===== src/rtl/lsu_pipe_if.sv =====
`default_nettype none
// +----------------------------------------------------------------------+
// | lsu_pipe_if : request/response and data-memory bus for lsu_pipe       |
// | rev 1.0                                                              |
// +----------------------------------------------------------------------+
interface lsu_pipe_if #(
  parameter int XLEN   = 32,
  parameter int ADDR_W = 32
);
  localparam int NB = XLEN / 8;

  logic              req_valid;
  logic              req_ready;
  logic              req_store;
  logic [2:0]        req_fun3;
  logic [ADDR_W-1:0] req_addr;
  logic [XLEN-1:0]   req_wdata;
  logic              rsp_valid;
  logic              rsp_ready;
  logic [XLEN-1:0]   rsp_rdata;
  logic              rsp_err;
  logic              mem_valid;
  logic              mem_ready;
  logic              mem_we;
  logic [ADDR_W-1:0] mem_addr;
  logic [NB-1:0]     mem_be;
  logic [XLEN-1:0]   mem_wdata;
  logic              mem_rvalid;
  logic [XLEN-1:0]   mem_rdata;

  // master = execute stage plus data memory; slave = the load/store unit
  modport master (
    output req_valid, req_store, req_fun3, req_addr, req_wdata, rsp_ready,
           mem_ready, mem_rvalid, mem_rdata,
    input  req_ready, rsp_valid, rsp_rdata, rsp_err,
           mem_valid, mem_we, mem_addr, mem_be, mem_wdata
  );
  modport slave (
    input  req_valid, req_store, req_fun3, req_addr, req_wdata, rsp_ready,
           mem_ready, mem_rvalid, mem_rdata,
    output req_ready, rsp_valid, rsp_rdata, rsp_err,
           mem_valid, mem_we, mem_addr, mem_be, mem_wdata
  );
endinterface
`default_nettype wire


===== src/rtl/lsu_pipe.sv =====
`default_nettype none
// +----------------------------------------------------------------------+
// | lsu_pipe : RV32I/RV64I load/store unit, one aligned memory access per |
// | request. Define LSU_RMW_EN for read-modify-write sub-word stores.     |
// | rev 1.0                                                              |
// +----------------------------------------------------------------------+
module lsu_pipe #(
  parameter int XLEN   = 32,
  parameter int ADDR_W = 32
) (
  input  logic      clk,
  input  logic      reset,
  lsu_pipe_if.slave bus
);
  localparam int NB   = XLEN / 8;
  localparam int OFFW = $clog2(NB);

  generate
    if (XLEN != 32 && XLEN != 64) begin : g_bad_xlen
      $error("lsu_pipe: XLEN must be 32 or 64");
    end
  endgenerate

`ifdef LSU_RMW_EN
  typedef enum logic [2:0] {IDLE = 3'd0, ISSUE = 3'd1, WAIT = 3'd2, RESP = 3'd3, MERGE = 3'd4} state_t;
`else
  typedef enum logic [1:0] {IDLE = 2'd0, ISSUE = 2'd1, WAIT = 2'd2, RESP = 2'd3} state_t;
`endif

  state_t            r_state, w_next;
  logic              r_store, r_err;
  logic [2:0]        r_fun3;
  logic [ADDR_W-1:0] r_addr;
  logic [XLEN-1:0]   r_wdata, r_rdata;

  logic              w_legal, w_misal, w_bad, w_sign, w_we, w_rmw, w_rmw_rd;
  logic [OFFW-1:0]   w_off;
  int                w_szb;
  logic [NB-1:0]     w_be_sub;
  logic [XLEN-1:0]   w_rep, w_shift, w_ext, w_wdata_out;

  // Legality and alignment are judged on the live request, at accept time
  always_comb begin
    w_legal = 1'b0;
    if (bus.req_store) begin
      case (bus.req_fun3)
        3'b000, 3'b001, 3'b010: w_legal = 1'b1;
        3'b011:                 w_legal = (XLEN == 64);
        default:                w_legal = 1'b0;
      endcase
    end else begin
      case (bus.req_fun3)
        3'b000, 3'b001, 3'b010, 3'b100, 3'b101: w_legal = 1'b1;
        3'b011, 3'b110:                         w_legal = (XLEN == 64);
        default:                                w_legal = 1'b0;
      endcase
    end
    case (bus.req_fun3[1:0])
      2'b01:   w_misal = bus.req_addr[0];
      2'b10:   w_misal = |bus.req_addr[1:0];
      2'b11:   w_misal = |bus.req_addr[2:0];
      default: w_misal = 1'b0;
    endcase
    w_bad = ~w_legal | w_misal;
  end

  assign w_off = r_addr[OFFW-1:0];

  always_comb begin
    w_szb = 1 << r_fun3[1:0];
    if (w_szb > NB) w_szb = NB;
    w_shift = bus.mem_rdata >> {w_off, 3'b000};
    w_sign  = ~r_fun3[2] & w_shift[8*w_szb-1];
    for (int i = 0; i < NB; i++) begin
      w_be_sub[i]     = (i >= int'(w_off)) && (i < int'(w_off) + w_szb);
      w_rep[8*i +: 8] = r_wdata[8*(i & (w_szb - 1)) +: 8];
      w_ext[8*i +: 8] = (i < w_szb) ? w_shift[8*i +: 8] : {8{w_sign}};
    end
  end

`ifdef LSU_RMW_EN
  logic            r_wr_phase;
  logic [XLEN-1:0] w_merge;

  assign w_rmw       = r_store & (w_szb < NB);
  assign w_rmw_rd    = w_rmw & ~r_wr_phase;
  assign w_wdata_out = r_wr_phase ? r_wdata : w_rep;

  always_comb begin
    for (int i = 0; i < NB; i++) begin
      w_merge[8*i +: 8] = w_be_sub[i] ? w_rep[8*i +: 8] : r_rdata[8*i +: 8];
    end
  end
`else
  assign w_rmw       = 1'b0;
  assign w_rmw_rd    = 1'b0;
  assign w_wdata_out = w_rep;
`endif

  assign w_we = r_store & ~w_rmw_rd;

  always_ff @(posedge clk) begin
    if (reset) r_state <= IDLE;
    else       r_state <= w_next;
  end

  always_comb begin
    w_next         = r_state;
    bus.req_ready  = 1'b0;
    bus.rsp_valid  = 1'b0;
    bus.rsp_rdata  = '0;
    bus.rsp_err    = 1'b0;
    bus.mem_valid  = 1'b0;
    bus.mem_we     = 1'b0;
    bus.mem_addr   = '0;
    bus.mem_be     = '0;
    bus.mem_wdata  = '0;
    case (r_state)
      IDLE: begin
        bus.req_ready = 1'b1;
        if (bus.req_valid) w_next = w_bad ? RESP : ISSUE;
      end
      ISSUE: begin
        bus.mem_valid = 1'b1;
        bus.mem_we    = w_we;
        bus.mem_addr  = {r_addr[ADDR_W-1:OFFW], {OFFW{1'b0}}};
        bus.mem_be    = (r_store & ~w_rmw) ? w_be_sub : '1;
        bus.mem_wdata = w_we ? w_wdata_out : '0;
        if (bus.mem_ready) w_next = w_we ? RESP : WAIT;
      end
      WAIT: begin
`ifdef LSU_RMW_EN
        if (bus.mem_rvalid) w_next = w_rmw ? MERGE : RESP;
`else
        if (bus.mem_rvalid) w_next = RESP;
`endif
      end
`ifdef LSU_RMW_EN
      MERGE: w_next = ISSUE;
`endif
      RESP: begin
        bus.rsp_valid = 1'b1;
        bus.rsp_rdata = r_rdata;
        bus.rsp_err   = r_err;
        if (bus.rsp_ready) w_next = IDLE;
      end
      default: w_next = IDLE;
    endcase
  end

  always_ff @(posedge clk) begin
    if (reset) begin
      r_store <= 1'b0;
      r_err   <= 1'b0;
      r_fun3  <= '0;
      r_addr  <= '0;
      r_wdata <= '0;
      r_rdata <= '0;
`ifdef LSU_RMW_EN
      r_wr_phase <= 1'b0;
`endif
    end else begin
      if (r_state == IDLE && bus.req_valid) begin
        r_store <= bus.req_store;
        r_fun3  <= bus.req_fun3;
        r_addr  <= bus.req_addr;
        r_wdata <= bus.req_wdata;
        r_err   <= w_bad;
        r_rdata <= '0;
`ifdef LSU_RMW_EN
        r_wr_phase <= 1'b0;
`endif
      end
      // An RMW read keeps the raw word for merging; a load keeps the extended value
      if (r_state == WAIT && bus.mem_rvalid) r_rdata <= w_rmw ? bus.mem_rdata : w_ext;
`ifdef LSU_RMW_EN
      if (r_state == MERGE) begin
        r_wdata    <= w_merge;
        r_rdata    <= '0;
        r_wr_phase <= 1'b1;
      end
`endif
    end
  end

endmodule
`default_nettype wire


===== src/flat_wrapper.sv =====
// flat-port wrapper written by rule: the top's interface ports become plain ports
module lsu_pipe_flat 
#(
  parameter int XLEN   = 32,
  parameter int ADDR_W = 32
)
  (clk, reset, bus_req_valid, bus_req_store, bus_req_fun3, bus_req_addr, bus_req_wdata, bus_rsp_ready, bus_mem_ready, bus_mem_rvalid, bus_mem_rdata, bus_req_ready, bus_rsp_valid, bus_rsp_rdata, bus_rsp_err, bus_mem_valid, bus_mem_we, bus_mem_addr, bus_mem_be, bus_mem_wdata);
  lsu_pipe_if #(.XLEN(XLEN), .ADDR_W(ADDR_W)) bus_i ();
  input  logic clk;
  input  logic reset;
  input wire logic [$bits(bus_i.req_valid)-1:0] bus_req_valid;
  input wire logic [$bits(bus_i.req_store)-1:0] bus_req_store;
  input wire logic [$bits(bus_i.req_fun3)-1:0] bus_req_fun3;
  input wire logic [$bits(bus_i.req_addr)-1:0] bus_req_addr;
  input wire logic [$bits(bus_i.req_wdata)-1:0] bus_req_wdata;
  input wire logic [$bits(bus_i.rsp_ready)-1:0] bus_rsp_ready;
  input wire logic [$bits(bus_i.mem_ready)-1:0] bus_mem_ready;
  input wire logic [$bits(bus_i.mem_rvalid)-1:0] bus_mem_rvalid;
  input wire logic [$bits(bus_i.mem_rdata)-1:0] bus_mem_rdata;
  output wire logic [$bits(bus_i.req_ready)-1:0] bus_req_ready;
  output wire logic [$bits(bus_i.rsp_valid)-1:0] bus_rsp_valid;
  output wire logic [$bits(bus_i.rsp_rdata)-1:0] bus_rsp_rdata;
  output wire logic [$bits(bus_i.rsp_err)-1:0] bus_rsp_err;
  output wire logic [$bits(bus_i.mem_valid)-1:0] bus_mem_valid;
  output wire logic [$bits(bus_i.mem_we)-1:0] bus_mem_we;
  output wire logic [$bits(bus_i.mem_addr)-1:0] bus_mem_addr;
  output wire logic [$bits(bus_i.mem_be)-1:0] bus_mem_be;
  output wire logic [$bits(bus_i.mem_wdata)-1:0] bus_mem_wdata;
  assign bus_i.req_valid = bus_req_valid;
  assign bus_i.req_store = bus_req_store;
  assign bus_i.req_fun3 = bus_req_fun3;
  assign bus_i.req_addr = bus_req_addr;
  assign bus_i.req_wdata = bus_req_wdata;
  assign bus_i.rsp_ready = bus_rsp_ready;
  assign bus_i.mem_ready = bus_mem_ready;
  assign bus_i.mem_rvalid = bus_mem_rvalid;
  assign bus_i.mem_rdata = bus_mem_rdata;
  assign bus_req_ready = bus_i.req_ready;
  assign bus_rsp_valid = bus_i.rsp_valid;
  assign bus_rsp_rdata = bus_i.rsp_rdata;
  assign bus_rsp_err = bus_i.rsp_err;
  assign bus_mem_valid = bus_i.mem_valid;
  assign bus_mem_we = bus_i.mem_we;
  assign bus_mem_addr = bus_i.mem_addr;
  assign bus_mem_be = bus_i.mem_be;
  assign bus_mem_wdata = bus_i.mem_wdata;
  lsu_pipe #(.XLEN(XLEN), .ADDR_W(ADDR_W)) u_core (.clk(clk), .reset(reset), .bus(bus_i));
endmodule

===== config.mk =====
export PLATFORM = sky130hd
export DESIGN_NAME = lsu_pipe_flat
export DESIGN_NICKNAME = d
export VERILOG_FILES = /design/src/rtl/lsu_pipe_if.sv /design/src/rtl/lsu_pipe.sv /design/src/flat_wrapper.sv
export SDC_FILE = /design/constraint.sdc
export NUM_CORES = 1
export LEC_CHECK = 0
export ABC_AREA = 1
export CAP_MARGIN = 15
export CORE_MARGIN = 1
export CORE_UTILIZATION = 35
export DETAILED_ROUTE_END_ITERATION = 12
export GPL_TIMING_DRIVEN = 0
export PLACE_DENSITY_LB_ADDON = 0.12
export SLEW_MARGIN = 20
export SYNTH_ARGS = -nofsm -noshare
export SYNTH_HDL_FRONTEND = slang
export SYNTH_SLANG_ARGS = --single-unit

===== constraint.sdc =====
create_clock -name clk -period 2.1 [get_ports clk]
set_input_delay 0.42 -clock clk [delete_from_list [all_inputs] [get_ports clk]]
set_output_delay 0.42 -clock clk [all_outputs]
set_load 0.02 [all_outputs]

==> flow_summary.yaml, run 1 <==
yosys:
  synth_top_family_by_area: "simple AND/OR/NAND/NOR gates"
  synth_compound_gate_area_share: 0.199
  synth_ff_type: "dfxtp_1"
  synth_edf_count: 0
  synthSimpleGateAreaFrac: 0.292
  synthesis.area_per_instance_um2: 6.24
  postSynthCellCount: 877
  synth_cell_types: 31
  synth_area_mm2: 0.00547
  synthArstFlopShare: 0
  ys_ff_latch: 103
  synth_xor_area_frac: 0
  synthMuxAreaShare: 0
  yosysWarnings: 0
  synthAdderAreaFrac: 0.0160
  yosysSeqAreaShare: 0.377
sta:
  tightest_slew_ns: 0.679
  period_minus_slack_ns: 2.48
  setup_violations: 51
  fmax_mhz: 402
  min_period_over_period: 1.18
  finalClockSkew_ns: 0.00678
  rsz0062_at_grt: "true"
  whs_ns: 0.450
  fin_ws_ns: -0.385
  finalMaxSlewViolations: 0
  final_hold_viol_count: 0
  relSlewSlack: 0.547
placement:
  numPortBuffers: 207
  post-place-ws_ns: -0.868
  place_congestion: 0.934
  dp_hpwl_um: 14100
  placed_area_mm2: 0.00795
setup_path:
  cp_num_cells: 11
  critPathRequiredTime_ns: 1.68
  crit_fanout: 4
  setup.worst_path.class: "reg2out"
  slowest_stage: "dfxtp_4"
  crit_chain: "buf_8, clkbuf_16, a21oi_2, or2_4, inv_2, ha_4, o31ai_4, a22oi_1, o21ai_1, inv_1, buf_6"
  endpoint_kind: "primary output"
  path_buf_inv: 5
  slowest_delay_ns: 0.37
  crit_family: "compound AO/OA/AOI/OAI gates"
  worstRegToRegCells: 14
  start_kind: "register"
  crit_arrival_ns: 2.06
floorplanning:
  io-pin-count: 211
  core_mm2: 0.0152
  die_h_um: 127
  die_width_um: 127
  start_util: 0.360
  die_area_mm2: 0.0161
  rows: 45
cells_and_area:
  nNetsFinal: 1245
  drive_gt1_frac: 0.257
  diodes: 0
  final_cell_mix: "198 x nand2_1, 148 x nor2_1, 105 x clkdlybuf4s50_1"
  final_common_cell: "nand2_1"
  final_core_util: 0.587
  design_area_mm2: 0.00892
  area_growth_pct: 63.2
cts:
  clk_path_buf_depth: 2
  hold_buffers: 0
  cts.sinks: 103
  cts_tree: "done"
  clk_latency_ns: 0.36
  clk_pin_slew_worst_paths_ns: 0.08
  htreeDepth: 3
  cts-root-buf: "clkbuf_16"
  cts_buffers: 9
route:
  ant_nets: 0
  drt_first_pass_iters: 5
  wirelength_um: 19500
  drtIter0Drc: 462
  viasPerCell: 4.84
  drc_errors: 0
  num_vias: 6411
  wire_per_inst_um: 14.7
worst_hold_path:
  hold_path_class: "in2reg"
  hold_depth: 2
grt:
  grt_use_total: 0.240
  grt_max_degree: 18
  grt_overflow: 0
  grt_pass1_wl_um: 30300
  grt_pass1_vias: 6067
  antenna_found_initial: 0
status:
  outcome: "finished, violations left"
  violations: "negative setup slack"
power_and_ir_drop:
  leakagePower_nw: 4.24
  pwr_density_cell_mw_per_mm2: 1130
  max-vdd-ir-drop_uv: 509
  fin_total_pwr_mw: 10.1
job:
  maxCapViolCount: 0
cell usage after synthesis (2+ instances only):
cell,instances,area [um^2]
a211oi_1,7,52.6
a21oi_1,63,315
buf_1,7,26.3
buf_2,3,15.0
buf_4,2,15.0
clkbuf_1,47,176
dfxtp_1,103,2060
ha_1,7,87.6
inv_1,95,357
inv_2,4,15.0
nand2_1,219,822
nand3_1,25,125
nand3_2,2,20.0
nor2_1,156,586
o211ai_1,14,105
o21ai_0,101,505
o22ai_1,2,12.5
o311ai_0,7,61.3
registers in the layout (all words and copies together) (netlist names):
name / cells
u_core.r_addr: 32
u_core.r_fun3: 3
u_core.r_wdata: 32
u_core.r_err: 1
u_core.r_store: 1
u_core.r_state: 2
u_core.r_rdata: 32
routing by layer:
metal / vias to the layer above / GRT usage / routed length [um]
met4: 0 / 0.109 / 563
met3: 33 / 0.0507 / 1310
met2: 199 / 0.406 / 9170
met1: 2903 / 0.294 / 8470
li1: 3276 / - / -
met5: - / 0 / 0
area by class of cell:
type | instances | area [um^2]
clock inverters | 5 | 40.0
plain buffers | 57 | 454
repair buffers | 245 | 2130
repair inverters | 1 | 11.3
multi-input cells | 614 | 3310
fillers | 1480 | 6280
well taps | 188 | 235
inverters | 101 | 414
clock buffers | 11 | 253
flip-flops and latches | 103 | 2080
power breakdown:
group          switching (mW)  leakage, nW  total [mW]  internal (mW)
Combinational            3.29         3.24        5.73           2.44
Clock                   0.802        0.146        1.68          0.881
Sequential              0.289        0.849        2.71           2.42
metrics by stage:
stage	std cells	setup TNS, ns
finish	1325	-7.45
global route	1325	-11.33
CTS	1318	-5.20
detailed placement	1273	-54.22
global placement	1273	-54.09
floorplan	878	-0.00850
repair_timing:
item                       4_1_cts  5_1_grt
buffers inserted                26        9
cloned                           5        0
pin swaps                       21       27
gates resized for setup        515       97
setup endpoints to repair      133      182
cells by family (layout without fill, tap and decap cells):
family          after synthesis  in the layout
simple gates                407            407
other cells                   1              2
flops                       103            103
fa+ha+maj                     7              7
compound gates              198            198
buf+inv                     161            420
path summary, 6_finish.rpt:
path	start	to	slack, ns
min reg2reg	u_core.r_rdata[24]$_SDFFE_PP0P_	u_core.r_rdata[24]$_SDFFE_PP0P_	0.47
max	u_core.r_addr[1]$_SDFFE_PP0P_	bus_mem_be[2]	-0.38
max reg2reg	u_core.r_fun3[0]$_SDFFE_PP0P_	u_core.r_rdata[13]$_SDFFE_PP0P_	-0.10
min	reset	u_core.r_rdata[2]$_SDFFE_PP0P_	0.45
Power figures use the tool's default switching activity.
==> run 2: changes to the inputs <==
RECOVER_POWER = 50   (was default)
==> run 2 against run 1 <==
The run still ends with negative setup slack left; cell count stayed put; core utilization is 0.099 points lower; die area unchanged; cell area fell by 0.17%; critical endpoint unchanged; setup slack worse by 0.0053 ns; hold slack lost 0.0022 ns; routed wire length down 0.16%; power shrank 0.32%; register-to-register slack is essentially flat; non-clock buffer count is the same.
==> flow_summary.yaml, run 2 (synthesis results as in run 1) <==
sta:
  fmax_mhz: 402
  finalMaxSlewViolations: 0
  fin_ws_ns: -0.390
  min_period_over_period: 1.19
  period_minus_slack_ns: 2.49
  finalClockSkew_ns: 0.00731
  rsz0062_at_grt: "true"
  relSlewSlack: 0.562
  setup_violations: 98
  tightest_slew_ns: 0.658
  final_hold_viol_count: 0
  whs_ns: 0.448
cts:
  cts.sinks: 103
  htreeDepth: 3
  cts_tree: "done"
  clk_latency_ns: 0.36
  clk_path_buf_depth: 2
  cts-root-buf: "clkbuf_16"
  hold_buffers: 0
  clk_pin_slew_worst_paths_ns: 0.07
  cts_buffers: 9
placement:
  place_congestion: 0.934
  post-place-ws_ns: -0.868
  placed_area_mm2: 0.00795
  dp_hpwl_um: 14100
  numPortBuffers: 207
  dp.cells: 1273
worst_hold_path:
  hold_path_class: "in2reg"
route:
  ant_nets: 0
  drc_errors: 0
  wire_per_inst_um: 14.7
  wirelength_um: 19500
  num_vias: 6435
  viasPerCell: 4.86
  drtIter0Drc: 377
  drt_first_pass_iters: 5
floorplanning:
  die_h_um: 127
  core_mm2: 0.0152
  die_area_mm2: 0.0161
  io-pin-count: 211
  rows: 45
  start_util: 0.360
  die_width_um: 127
status:
  outcome: "finished, violations left"
  violations: "negative setup slack"
setup_path:
  start_kind: "register"
  critPathRequiredTime_ns: 1.68
  slowest_delay_ns: 0.37
  setup.worst_path.class: "reg2out"
  crit_arrival_ns: 2.07
  slowest_stage: "dfxtp_4"
  endpoint_kind: "primary output"
  crit_family: "compound AO/OA/AOI/OAI gates"
  crit_chain: "buf_8, clkbuf_16, a21oi_2, or2_4, inv_2, ha_4, o31ai_4, a22oi_1, o21ai_1, inv_1, buf_6"
  path_buf_inv: 5
  crit_fanout: 4
grt:
  grt_overflow: 0
  grt_pass1_vias: 6067
  grt_use_total: 0.240
  grt_max_degree: 18
  grt_pass1_wl_um: 30300
  antenna_found_initial: 0
cells_and_area:
  drive_gt1_frac: 0.252
  reg.largest.list: "u_core.r_addr (32), u_core.r_rdata (32), u_core.r_wdata (32)"
  nNetsFinal: 1245
  area_growth_pct: 62.9
  diodes: 0
  design_area_mm2: 0.00891
  final_common_cell: "nand2_1"
  instances_no_fill: 1325
  fill_cells: 1484
  final_cell_mix: "198 x nand2_1, 148 x nor2_1, 105 x clkdlybuf4s50_1"
power_and_ir_drop:
  pwr_density_cell_mw_per_mm2: 1130
  max-vdd-ir-drop_uv: 510
  leakagePower_nw: 4.24
job:
  maxCapViolCount: 0
## run 2: cell count changes in the layout (fill, tap and decap cells not counted), sizes merged
| cell | delta |
|---|---|
| buf | -2 |
| clkbuf | +2 |
## run 2: where the power goes
group	internal, mW	switching, mW	total [mW]	leakage, nW
clock network	0.881	0.798	1.68	0.146
logic	2.43	3.29	5.72	3.24
registers	2.42	0.283	2.70	0.849
## run 2: path summary, 6_finish.rpt
path,cells past startpoint,slack (ns),from,to
min,2,0.45,reset,u_core.r_rdata[2]$_SDFFE_PP0P_
min reg2reg,2,0.47,u_core.r_rdata[24]$_SDFFE_PP0P_,u_core.r_rdata[24]$_SDFFE_PP0P_
max,11,-0.39,u_core.r_addr[1]$_SDFFE_PP0P_,bus_mem_be[2]
max reg2reg,14,-0.11,u_core.r_fun3[0]$_SDFFE_PP0P_,u_core.r_rdata[13]$_SDFFE_PP0P_
## run 2: repair_timing
action,in CTS,in global routing
pin swaps,21,27
gates cloned,5,0
setup buffers,26,9
endpoints found under the setup margin,133,182
resized for setup,515,97
## run 2: cell type report
type | count | area [um^2] | area share
multi-input combinational | 614 | 3290 | 0.370
timing repair buffer | 245 | 2130 | 0.239
sequential | 103 | 2080 | 0.233
buffer | 57 | 453 | 0.0508
inverter | 101 | 414 | 0.0465
clock buffer | 11 | 253 | 0.0284
tap | 188 | 235 | 0.0264
clock inverter | 5 | 40.0 | 0.00449
timing repair inverter | 1 | 11.3 | 0.00126
## run 2: per-layer routing
metal	vias to the layer above	routed length, um	track usage
li1	3276	-	-
met1	2907	8390	0.294
met2	217	9180	0.406
met3	35	1320	0.0507
met4	0	574	0.109
met5	-	0	0
## run 2: per-stage QoR
stage               power [mW]  setup TNS (ns)   util
floorplan                 5.45        -0.00850      -
detailed placement        6.82          -54.22  0.523
CTS                       9.72           -5.20  0.580
global placement          6.79          -54.09  0.523
global route              10.7          -19.46  0.586
finish                    10.1          -11.19  0.586
## run 2: worst register-to-register path: cells and delay by family, from the launching register on
kind	cells	cell delay (ns)
adder cells (fa/ha/maj)	1	0.28
AO/OA/AOI/OAI	2	0.38
AND/OR/NAND/NOR	4	0.36
buffers and inverters	7	0.77
flip-flops	1	0.37
